**config.mk**
```make
export PLATFORM = sky130hd
export DESIGN_NAME = ps2_host_tx
export DESIGN_NICKNAME = d
export VERILOG_FILES = /design/src/rtl/ps2_host_tx_pkg.sv /design/src/rtl/ps2_host_tx_line_sync.sv /design/src/rtl/ps2_host_tx.sv
export SDC_FILE = /design/constraint.sdc
export NUM_CORES = 1
export LEC_CHECK = 0
export CAP_MARGIN = 20
export CORE_MARGIN = 4
export CORE_UTILIZATION = 50
export CTS_CLUSTER_SIZE = 40
export DETAILED_ROUTE_END_ITERATION = 7
export PLACE_DENSITY = 0.7
export SYNTH_ARGS = -nofsm -noshare
export SYNTH_HDL_FRONTEND = slang
export SYNTH_HIERARCHICAL = 1
export SYNTH_SLANG_ARGS = --single-unit
```
**constraint.sdc**
```tcl
create_clock -name CLOCK_50 -period 2.61 [get_ports CLOCK_50]
set_input_delay 0.3915 -clock CLOCK_50 [delete_from_list [all_inputs] [get_ports CLOCK_50]]
set_output_delay 0.3915 -clock CLOCK_50 [all_outputs]
set_load 0.02 [all_outputs]
```
**src/rtl/ps2_host_tx_pkg.sv**
```systemverilog
// Shared PS/2 host-transmit definitions: the FSM state type and the
// microsecond-to-cycle conversion used to size every timer in the block.
// key_driver can import this too when it needs to know about rx_inhibit.
package ps2_tx_state_t;

  // Transmit FSM states, in the order a normal frame walks through them.
  typedef enum logic [2:0] {
    IDLE,
    INHIBIT,
    START,
    TX,
    ACK,
    WAIT_IDLE
  } t;

  // Whole cycles per microsecond times the duration. The integer divide
  // happens first, so a non-integral MHz clock rounds its rate down.
  function automatic int unsigned usToCyc(input int unsigned clkHz,
                                          input int unsigned us);
    return (clkHz / 32'd1_000_000) * us;
  endfunction

endpackage

```
**src/rtl/ps2_host_tx_line_sync.sv**
```systemverilog
// Two-flop synchronizer for the raw PS2_CLK / PS2_DAT pins plus a
// falling-edge pulse on the synchronized clock. Both lines idle high on
// the bus, so every flop resets to 1. A line held low through reset then
// only produces a single edge pulse once reset is released.
// Shared with key_driver so both sides see the bus with identical latency.
module ps2_line_sync (
  input  logic clk_i,
  input  logic resetN_i,
  input  logic ps2Clk_i,
  input  logic ps2Dat_i,
  output logic clkSync_o,
  output logic datSync_o,
  output logic clkFall_o
);

  logic clkMeta_q;
  logic clkSync_q;
  logic clkPrev_q;
  logic datMeta_q;
  logic datSync_q;

  // Resynchronize both pins and keep one cycle of clock history for edge detection.
  always_ff @(posedge clk_i) begin
    if (!resetN_i) begin
      clkMeta_q <= 1'b1;
      clkSync_q <= 1'b1;
      clkPrev_q <= 1'b1;
      datMeta_q <= 1'b1;
      datSync_q <= 1'b1;
    end else begin
      clkMeta_q <= ps2Clk_i;
      clkSync_q <= clkMeta_q;
      clkPrev_q <= clkSync_q;
      datMeta_q <= ps2Dat_i;
      datSync_q <= datMeta_q;
    end
  end

  assign clkSync_o = clkSync_q;
  assign datSync_o = datSync_q;
  assign clkFall_o = clkPrev_q & ~clkSync_q;

endmodule

```
**src/rtl/ps2_host_tx.sv**
```systemverilog
// Host-to-device PS/2 transmitter. Sends one command byte per request over
// the shared PS2_CLK/PS2_DAT pair. It drives the lines open-drain through
// the two *_oe outputs. The tri-state buffers live in main.
// While a frame is in flight rx_inhibit tells key_driver to ignore the bus.
// Every request ends with exactly one of tx_done, tx_nack or tx_timeout.
module ps2_host_tx
  import ps2_tx_state_t::*;
#(
  parameter int unsigned CLK_HZ           = 50_000_000,
  parameter int unsigned INHIBIT_US       = 120,
  parameter int unsigned START_TIMEOUT_US = 15000,
  parameter int unsigned EDGE_TIMEOUT_US  = 2000
) (
  input  logic       CLOCK_50,
  input  logic       reset,
  input  logic [7:0] tx_data,
  input  logic       tx_valid,
  output logic       tx_ready,
  output logic       tx_done,
  output logic       tx_nack,
  output logic       tx_timeout,
  output logic       rx_inhibit,
  input  logic       ps2_clk_in,
  input  logic       ps2_dat_in,
  output logic       ps2_clk_oe,
  output logic       ps2_dat_oe
);

  localparam int unsigned INHIBIT_CYC       = usToCyc(CLK_HZ, INHIBIT_US);
  localparam int unsigned START_CYC         = usToCyc(CLK_HZ, 1);
  localparam int unsigned START_TIMEOUT_CYC = usToCyc(CLK_HZ, START_TIMEOUT_US);
  localparam int unsigned EDGE_TIMEOUT_CYC  = usToCyc(CLK_HZ, EDGE_TIMEOUT_US);

  // The phase counter times INHIBIT and START. The timeout counter is
  // sized for the longest wait, the one for the device's first edge.
  localparam int PH_W  = $clog2(INHIBIT_CYC + 1);
  localparam int TMO_W = $clog2(START_TIMEOUT_CYC + 1);

  localparam logic [PH_W-1:0]  INHIBIT_LOAD = PH_W'(INHIBIT_CYC - 1);
  localparam logic [PH_W-1:0]  START_LOAD   = PH_W'(START_CYC - 1);
  localparam logic [TMO_W-1:0] START_TMO    = TMO_W'(START_TIMEOUT_CYC);
  localparam logic [TMO_W-1:0] EDGE_TMO     = TMO_W'(EDGE_TIMEOUT_CYC);
  localparam logic [TMO_W-1:0] TMO_ONE      = TMO_W'(1);

  t                  state_q,    state_d;
  logic [9:0]        shift_q,    shift_d;
  logic [3:0]        bitCnt_q,   bitCnt_d;
  logic [PH_W-1:0]   phaseCnt_q, phaseCnt_d;
  logic [TMO_W-1:0]  tmoCnt_q,   tmoCnt_d;
  logic              clkOe_q,    clkOe_d;
  logic              datOe_q,    datOe_d;
  logic              ackBit_q,   ackBit_d;
  logic              done_q,     done_d;
  logic              nack_q,     nack_d;
  logic              timeout_q,  timeout_d;
  logic              abort;

  logic clkSync;
  logic datSync;
  logic clkFall;

  ps2_line_sync uLineSync (
    .clk_i     (CLOCK_50),
    .resetN_i  (reset),
    .ps2Clk_i  (ps2_clk_in),
    .ps2Dat_i  (ps2_dat_in),
    .clkSync_o (clkSync),
    .datSync_o (datSync),
    .clkFall_o (clkFall)
  );

  // Next-state, shift and line-drive logic for one host frame.
  // The timeout counter counts down. Hitting zero is an abort, and a device
  // falling edge reloads the counter before it can expire.
  always_comb begin
    state_d    = state_q;
    shift_d    = shift_q;
    bitCnt_d   = bitCnt_q;
    phaseCnt_d = phaseCnt_q;
    tmoCnt_d   = tmoCnt_q;
    clkOe_d    = clkOe_q;
    datOe_d    = datOe_q;
    ackBit_d   = ackBit_q;
    done_d     = 1'b0;
    nack_d     = 1'b0;
    timeout_d  = 1'b0;
    abort      = 1'b0;

    case (state_q)
      IDLE: begin
        clkOe_d = 1'b0;
        datOe_d = 1'b0;
        if (tx_valid) begin
          state_d    = INHIBIT;
          shift_d    = {1'b1, ~^tx_data, tx_data};
          bitCnt_d   = 4'd0;
          phaseCnt_d = INHIBIT_LOAD;
          clkOe_d    = 1'b1;
        end
      end

      INHIBIT: begin
        if (phaseCnt_q == '0) begin
          state_d    = START;
          phaseCnt_d = START_LOAD;
          datOe_d    = 1'b1;
        end else begin
          phaseCnt_d = phaseCnt_q - PH_W'(1);
        end
      end

      START: begin
        if (phaseCnt_q == '0) begin
          state_d  = TX;
          clkOe_d  = 1'b0;
          tmoCnt_d = START_TMO;
        end else begin
          phaseCnt_d = phaseCnt_q - PH_W'(1);
        end
      end

      TX: begin
        if (clkFall) begin
          datOe_d  = ~shift_q[0];
          shift_d  = {1'b0, shift_q[9:1]};
          bitCnt_d = bitCnt_q + 4'd1;
          tmoCnt_d = EDGE_TMO;
          if (bitCnt_q == 4'd9) begin
            state_d = ACK;
          end
        end else if (tmoCnt_q == TMO_ONE) begin
          abort = 1'b1;
        end else begin
          tmoCnt_d = tmoCnt_q - TMO_ONE;
        end
      end

      ACK: begin
        if (clkFall) begin
          ackBit_d = datSync;
          state_d  = WAIT_IDLE;
          tmoCnt_d = EDGE_TMO;
        end else if (tmoCnt_q == TMO_ONE) begin
          abort = 1'b1;
        end else begin
          tmoCnt_d = tmoCnt_q - TMO_ONE;
        end
      end

      WAIT_IDLE: begin
        if (clkSync && datSync) begin
          state_d  = IDLE;
          tmoCnt_d = '0;
          done_d   = ~ackBit_q;
          nack_d   = ackBit_q;
        end else if (tmoCnt_q == TMO_ONE) begin
          abort = 1'b1;
        end else begin
          tmoCnt_d = tmoCnt_q - TMO_ONE;
        end
      end

      default: begin
        state_d = IDLE;
        clkOe_d = 1'b0;
        datOe_d = 1'b0;
      end
    endcase

    if (abort) begin
      state_d   = IDLE;
      clkOe_d   = 1'b0;
      datOe_d   = 1'b0;
      tmoCnt_d  = '0;
      timeout_d = 1'b1;
    end
  end

  // State register. Reset clears everything and releases both lines at once.
  always_ff @(posedge CLOCK_50) begin
    if (!reset) begin
      state_q    <= IDLE;
      shift_q    <= '0;
      bitCnt_q   <= '0;
      phaseCnt_q <= '0;
      tmoCnt_q   <= '0;
      clkOe_q    <= 1'b0;
      datOe_q    <= 1'b0;
      ackBit_q   <= 1'b0;
      done_q     <= 1'b0;
      nack_q     <= 1'b0;
      timeout_q  <= 1'b0;
    end else begin
      state_q    <= state_d;
      shift_q    <= shift_d;
      bitCnt_q   <= bitCnt_d;
      phaseCnt_q <= phaseCnt_d;
      tmoCnt_q   <= tmoCnt_d;
      clkOe_q    <= clkOe_d;
      datOe_q    <= datOe_d;
      ackBit_q   <= ackBit_d;
      done_q     <= done_d;
      nack_q     <= nack_d;
      timeout_q  <= timeout_d;
    end
  end

  assign tx_ready   = (state_q == IDLE);
  assign rx_inhibit = (state_q != IDLE);
  assign tx_done    = done_q;
  assign tx_nack    = nack_q;
  assign tx_timeout = timeout_q;
  assign ps2_clk_oe = clkOe_q;
  assign ps2_dat_oe = datOe_q;

endmodule

```
# After elaboration in Yosys (flattened, before gate mapping)
# Cells that the tools add are included.
classes:
  bitwise: 7
  reduce_logical: 20
  n_mux: 34
  eq_ne: 15
  add_sub_neg: 3
ops:
  columns: ["cell", "count"]
  rows:
  - ["20-bit 2-to-1 mux", 4]
  - ["20-bit one-hot mux with 3 select lines", 1]
  - ["13-bit 2-to-1 mux", 3]
  - ["13-bit one-hot mux with 3 select lines", 1]
  - ["3-bit 2-to-1 mux", 7]
  - ["20-bit by 1-bit == test with 1-bit output (second input constant)", 1]
  - ["10-bit 2-to-1 mux", 2]
  - ["10-bit one-hot mux with 2 select lines", 1]
  - ["20-bit by 1-bit subtractor with 20-bit output (second input constant)", 1]
  - ["3-bit one-hot mux with 6 select lines", 1]
  - ["2-bit inequality test (second input constant)", 8]
  - ["13-bit zero test", 1]
  - ["13-bit by 1-bit subtractor with 13-bit output (second input constant)", 1]
  - ["3-bit AND reduction", 4]
  - ["3-bit nonzero test", 3]
  - ["1-bit 2-to-1 mux", 8]
  - ["4-bit 2-to-1 mux", 2]
  - ["4-bit one-hot mux with 2 select lines", 1]
  - ["8-bit XNOR reduction", 1]
  - ["7-bit AND reduction", 1]
  - ["3-bit by 2-bit == test with 1-bit output (second input constant)", 2]
  - ["3-bit == test (second input constant)", 2]
  - ["1-bit NOT", 6]
  - ["1-bit one-hot mux with 3 select lines", 2]
  - ["12 further kinds", 15]
totals:
  word_cells: 95
  output_inout_bits: 7
  regBits: 61

# Depth between registers and ports, before layout
depth:
  word_depth: 5
  mapped_depth: 8
  ltp_nobuf: 7

# Modules after synthesis
# Netlist, hierarchy kept.
by_module_without_submodules:
  columns: ["mod", "n_inst", "area_per_inst_um2", "cells_per_inst", "seq_area_each_um2"]
  rows:
  - ["ps2_host_tx", 1, 3348.2, 424, 1121.1]
  - ["ps2_line_sync", 1, 137.6, 11, 100.1]

# Worst setup path before layout
# Ideal clock, no wire load.
synth_path:
  kind: "register -> register"
  start: "register phaseCnt_q[0]"
  end: "register tmoCnt_q[11]"
  n_path_buf: 1
  setup_ns: 0.079
  t_arrival_ns: 2.007
  path_stages_with_launch: 9
  path_slack_ns: 0.524
  path_cell_list: "dfxtp_1 -> inv_1 -> ha_1 -> nor4b_2 -> nand4_1 -> and2_1 -> buf_6 -> or4_4 -> a211oi_2"
synth_via:
  elab_chain_len: 3
synth_lines:
  columns: ["item", "line_no", "rtl"]
  rows:
  - ["from (decl)", "ps2_host_tx.sv:48", "logic [PH_W-1:0] phaseCnt_q, phaseCnt_d;"]
  - ["from (signal assigned)", "ps2_host_tx.sv:197", "phaseCnt_q <= phaseCnt_d;"]
  - ["13-bit zero test", "ps2_host_tx.sv:113", "if (phaseCnt_q == '0) begin"]
  - ["2-bit inequality test (no source line)", null, null]
  - ["2-bit AND reduction (no source line)", null, null]
  - ["to (signal assigned)", "ps2_host_tx.sv:198", "tmoCnt_q <= tmoCnt_d;"]
  - ["to (decl)", "ps2_host_tx.sv:49", "logic [TMO_W-1:0] tmoCnt_q, tmoCnt_d;"]
# Every way passes these cells.
# A chain may end at the register's enable or synchronous reset.

# Worst setup path after layout
layout_path:
  start: "register state_q[1]"
  end: "output port tx_ready"
layout_via:
  elab_chain_len: 1
layout_lines:
  columns: ["item", "line_no", "rtl"]
  rows:
  - ["from (decl)", "ps2_host_tx.sv:45", "t state_q, state_d;"]
  - ["from (signal assigned)", "ps2_host_tx.sv:194", "state_q <= state_d;"]
  - ["3-bit zero test", "ps2_host_tx.sv:208", "assign tx_ready = (state_q == IDLE);"]
  - ["to (decl)", "ps2_host_tx.sv:18", "output logic tx_ready,"]
# Every way passes these cells.

==> results.cfg <==
[worst_hold_path]
hp-class = reg -> reg
min_to = uLineSync/clkSync_o
holdPathStages = 1
hp-start = uLineSync/clkMeta_q

[timing]
worst_slack_ns = 0.2257
finalSetupViolCount = 0
finalCriticalPeriod_ns = 2.384
slew_violations = 0
whs_ns = 0.4076
relSlewSlack_pct = 51.99
fmax_mhz = 419.4
rsz0062_at_grt = false
hold_viol_final = 0
fin_skew_ns = 0.007851
fin_tns_setup_ns = 0
finalCritPeriodShare_pct = 91.35
worst_pin_slew_ns = 0.7186

[logic_synthesis]
syn_area_sq_mm = 0.003486
synth_flop_cell = dfxtp_1
synthTopCellsByCount = 61 x dfxtp_1, 44 x nand2_1, 38 x nor2_1, 34 x a21oi_1
async_reset_ff_share_pct = 0
synth-seq-area-share_pct = 35.03
yosysMostFrequentCell = dfxtp_1
avgSynthCellArea_sq_um = 8.013
syn_inst = 435
synth_largest_area_cell = dfxtp_1
synth_top_cell_area_share_pct = 35.03
yosysUniqueCellTypes = 71
synth_seq_cells = 61
ys_top_cells_by_area = dfxtp_1 35%, a21oi_1 4.9%, nand2_1 4.7%, nor2_1 4.1%, a311oi_1 2.5%
synth_nets = 454
synth_edf_count = 0
ys_warn_count = 6

[global_routing]
grt_max_degree = 21
antenna_found_initial = 0
overflow = 0
grt_pass1_wl_um = 15380
grt_pass1_vias = 3256
grtUsageTotal_pct = 22.27

[finish]
diodes = 0
final_area_sq_mm = 0.004031
drive_gt1_share_pct = 12.02
regArea_sq_mm = 0.001221
fin_nets = 482
instances_no_fill = 562
multiInputGateArea_sq_mm = 0.002095
area_growth_pct = 15.65
nFillCells = 605
utilization_pct = 59.34

[detailed_routing]
final_antenna_net_count = 0
wl_per_cell_um = 15.71
dr.pass1.iters = 5
wirelength_um = 8831
drc = 0
routed-via-count = 3426
dr.first_iter.drc_count = 275
vias_per_cell = 6.096

[clocking]
h-tree-depth = 3
cts_resized = 0
cts_tree = done
clock_path_buffers = 2
clkTransAtPathRegs_ns = 0.06
ctsHoldBuffers = 0
cts_post_setup_buffers_inserted = 0
cts-root-buf = clkbuf_8
cts.sinks = 61
cts_buffers = 9
clk_latency_ns = 0.34

[floorplanning]
die-height_um = 91.50
start_util_pct = 51.31
dieArea_sq_mm = 0.008371
num_rows = 30
core_sq_mm = 0.006794
die_w_um = 91.50
io_pins = 20

[run]
drv_cap = 0

[setup_path]
arrival_ns = 1.99
cp-start-kind = flip-flop
rrSetupSlack_ns = 0.34
ff2ff_path_depth = 8
criticalPathCategory = reg -> out
max_stage_delay_ns = 0.60
crit_path_max_fanout = 15
rr_startpoint = tmoCnt_q[1]
path_cells = buf_4 -> or3_1 -> inv_1 -> clkdlybuf4s50_1
critPathRequiredTime_ns = 2.22
slowest_stage = clkdlybuf4s50_1
crit_path_end_kind = primary output
timing.rr.end = state_q[1]

[power_and_ir_drop]
power.density_mw_per_mm2 = 569.4
p_total_mw = 2.296
vdd_ir_drop_max_v = 0.0003492
power.leakage_nw = 1.488

[placed_design]
placed_cells = 548
dp_slack_ns = 0.3119
place_hpwl_um = 6249
gp_congestion = 0.8887
place_area_sq_mm = 0.003851
port_buffers = 19

[outcome]
status = finished, final reports clean
where the power goes:
part | internal [mW] | switching (mW)
sequential | 0.986 | 0.0560
clock | 0.456 | 0.346
combinational | 0.199 | 0.253
worst max-delay path, delay by kind of cell (launching register included):
family                 cells  cell delay [ns]
buffers and inverters      3             0.90
DFF                        1             0.40
and+or+nand+nor            1             0.36
worst max-delay path by stage:
stage / startpoint / endpoint / slack [ns] / depth (start not counted)
3_3_place_gp: tx_valid / bitCnt_q[3] / 0.34 / 7
6_report: state_q[1] / tx_ready / 0.23 / 4
4_1_cts: state_q[1] / tx_ready / 0.21 / 4
5_1_grt: state_q[1] / tx_ready / 0.14 / 4
3_5_place_dp: tx_valid / shift_q[4] / 0.31 / 6
2_1_floorplan: phaseCnt_q[0] / tmoCnt_q[11] / 0.52 / 8
registers in the layout, indices dropped and copies added (netlist names), 3 cells and up:
signal,cells
state_q,3
shift_q,10
tmoCnt_q,20
phaseCnt_q,13
bitCnt_q,4
area by class of cell:
| class | instances | share of cell area (%) |
|---|---|---|
| Clock buffer | 12 | 3.600 |
| Clock inverter | 2 | 0.8690 |
| Inverter | 14 | 1.304 |
| Multi-Input combinational cell | 335 | 51.96 |
| Sequential cell | 61 | 30.29 |
| Tap cell | 96 | 2.980 |
| Timing Repair Buffer | 42 | 9.001 |
cells by family after synthesis:
family,share of synthesized area (%)
simple gates,28.64
compound gates,25.05
flops,35.03
buf+inv,4.881
xor+xnor,3.015
fa+ha+maj,2.154
mux,1.220
cell usage in the layout, fill, tap and decap left out, types with 8 or more instances in the layout:
| cell type | count |
|---|---|
| a211oi_1 | 11 |
| a21oi_1 | 34 |
| a311oi_1 | 10 |
| a31oi_1 | 14 |
| buf_4 | 23 |
| clkbuf_8 | 10 |
| clkdlybuf4s50_1 | 19 |
| dfxtp_1 | 61 |
| inv_1 | 14 |
| nand2_1 | 44 |
| nand2b_1 | 11 |
| nand3_1 | 13 |
| nand4_1 | 11 |
| nor2_1 | 38 |
| nor3_1 | 17 |
| nor4_1 | 10 |
| o21ai_0 | 14 |
| xnor2_1 | 8 |
metal layers:
layer  up-vias  track usage, %  part of all wire [%]  wire, um
met2       112           34.21                    46      4080
met1      1608           30.35                    46      4063
met5         -               0                     0         0
met4         0           9.673                   1.7       149
met3        16           4.060                   6.1       538
li1       1690               -                     -         -
Note: power is estimated with default switching activity, not from simulation.
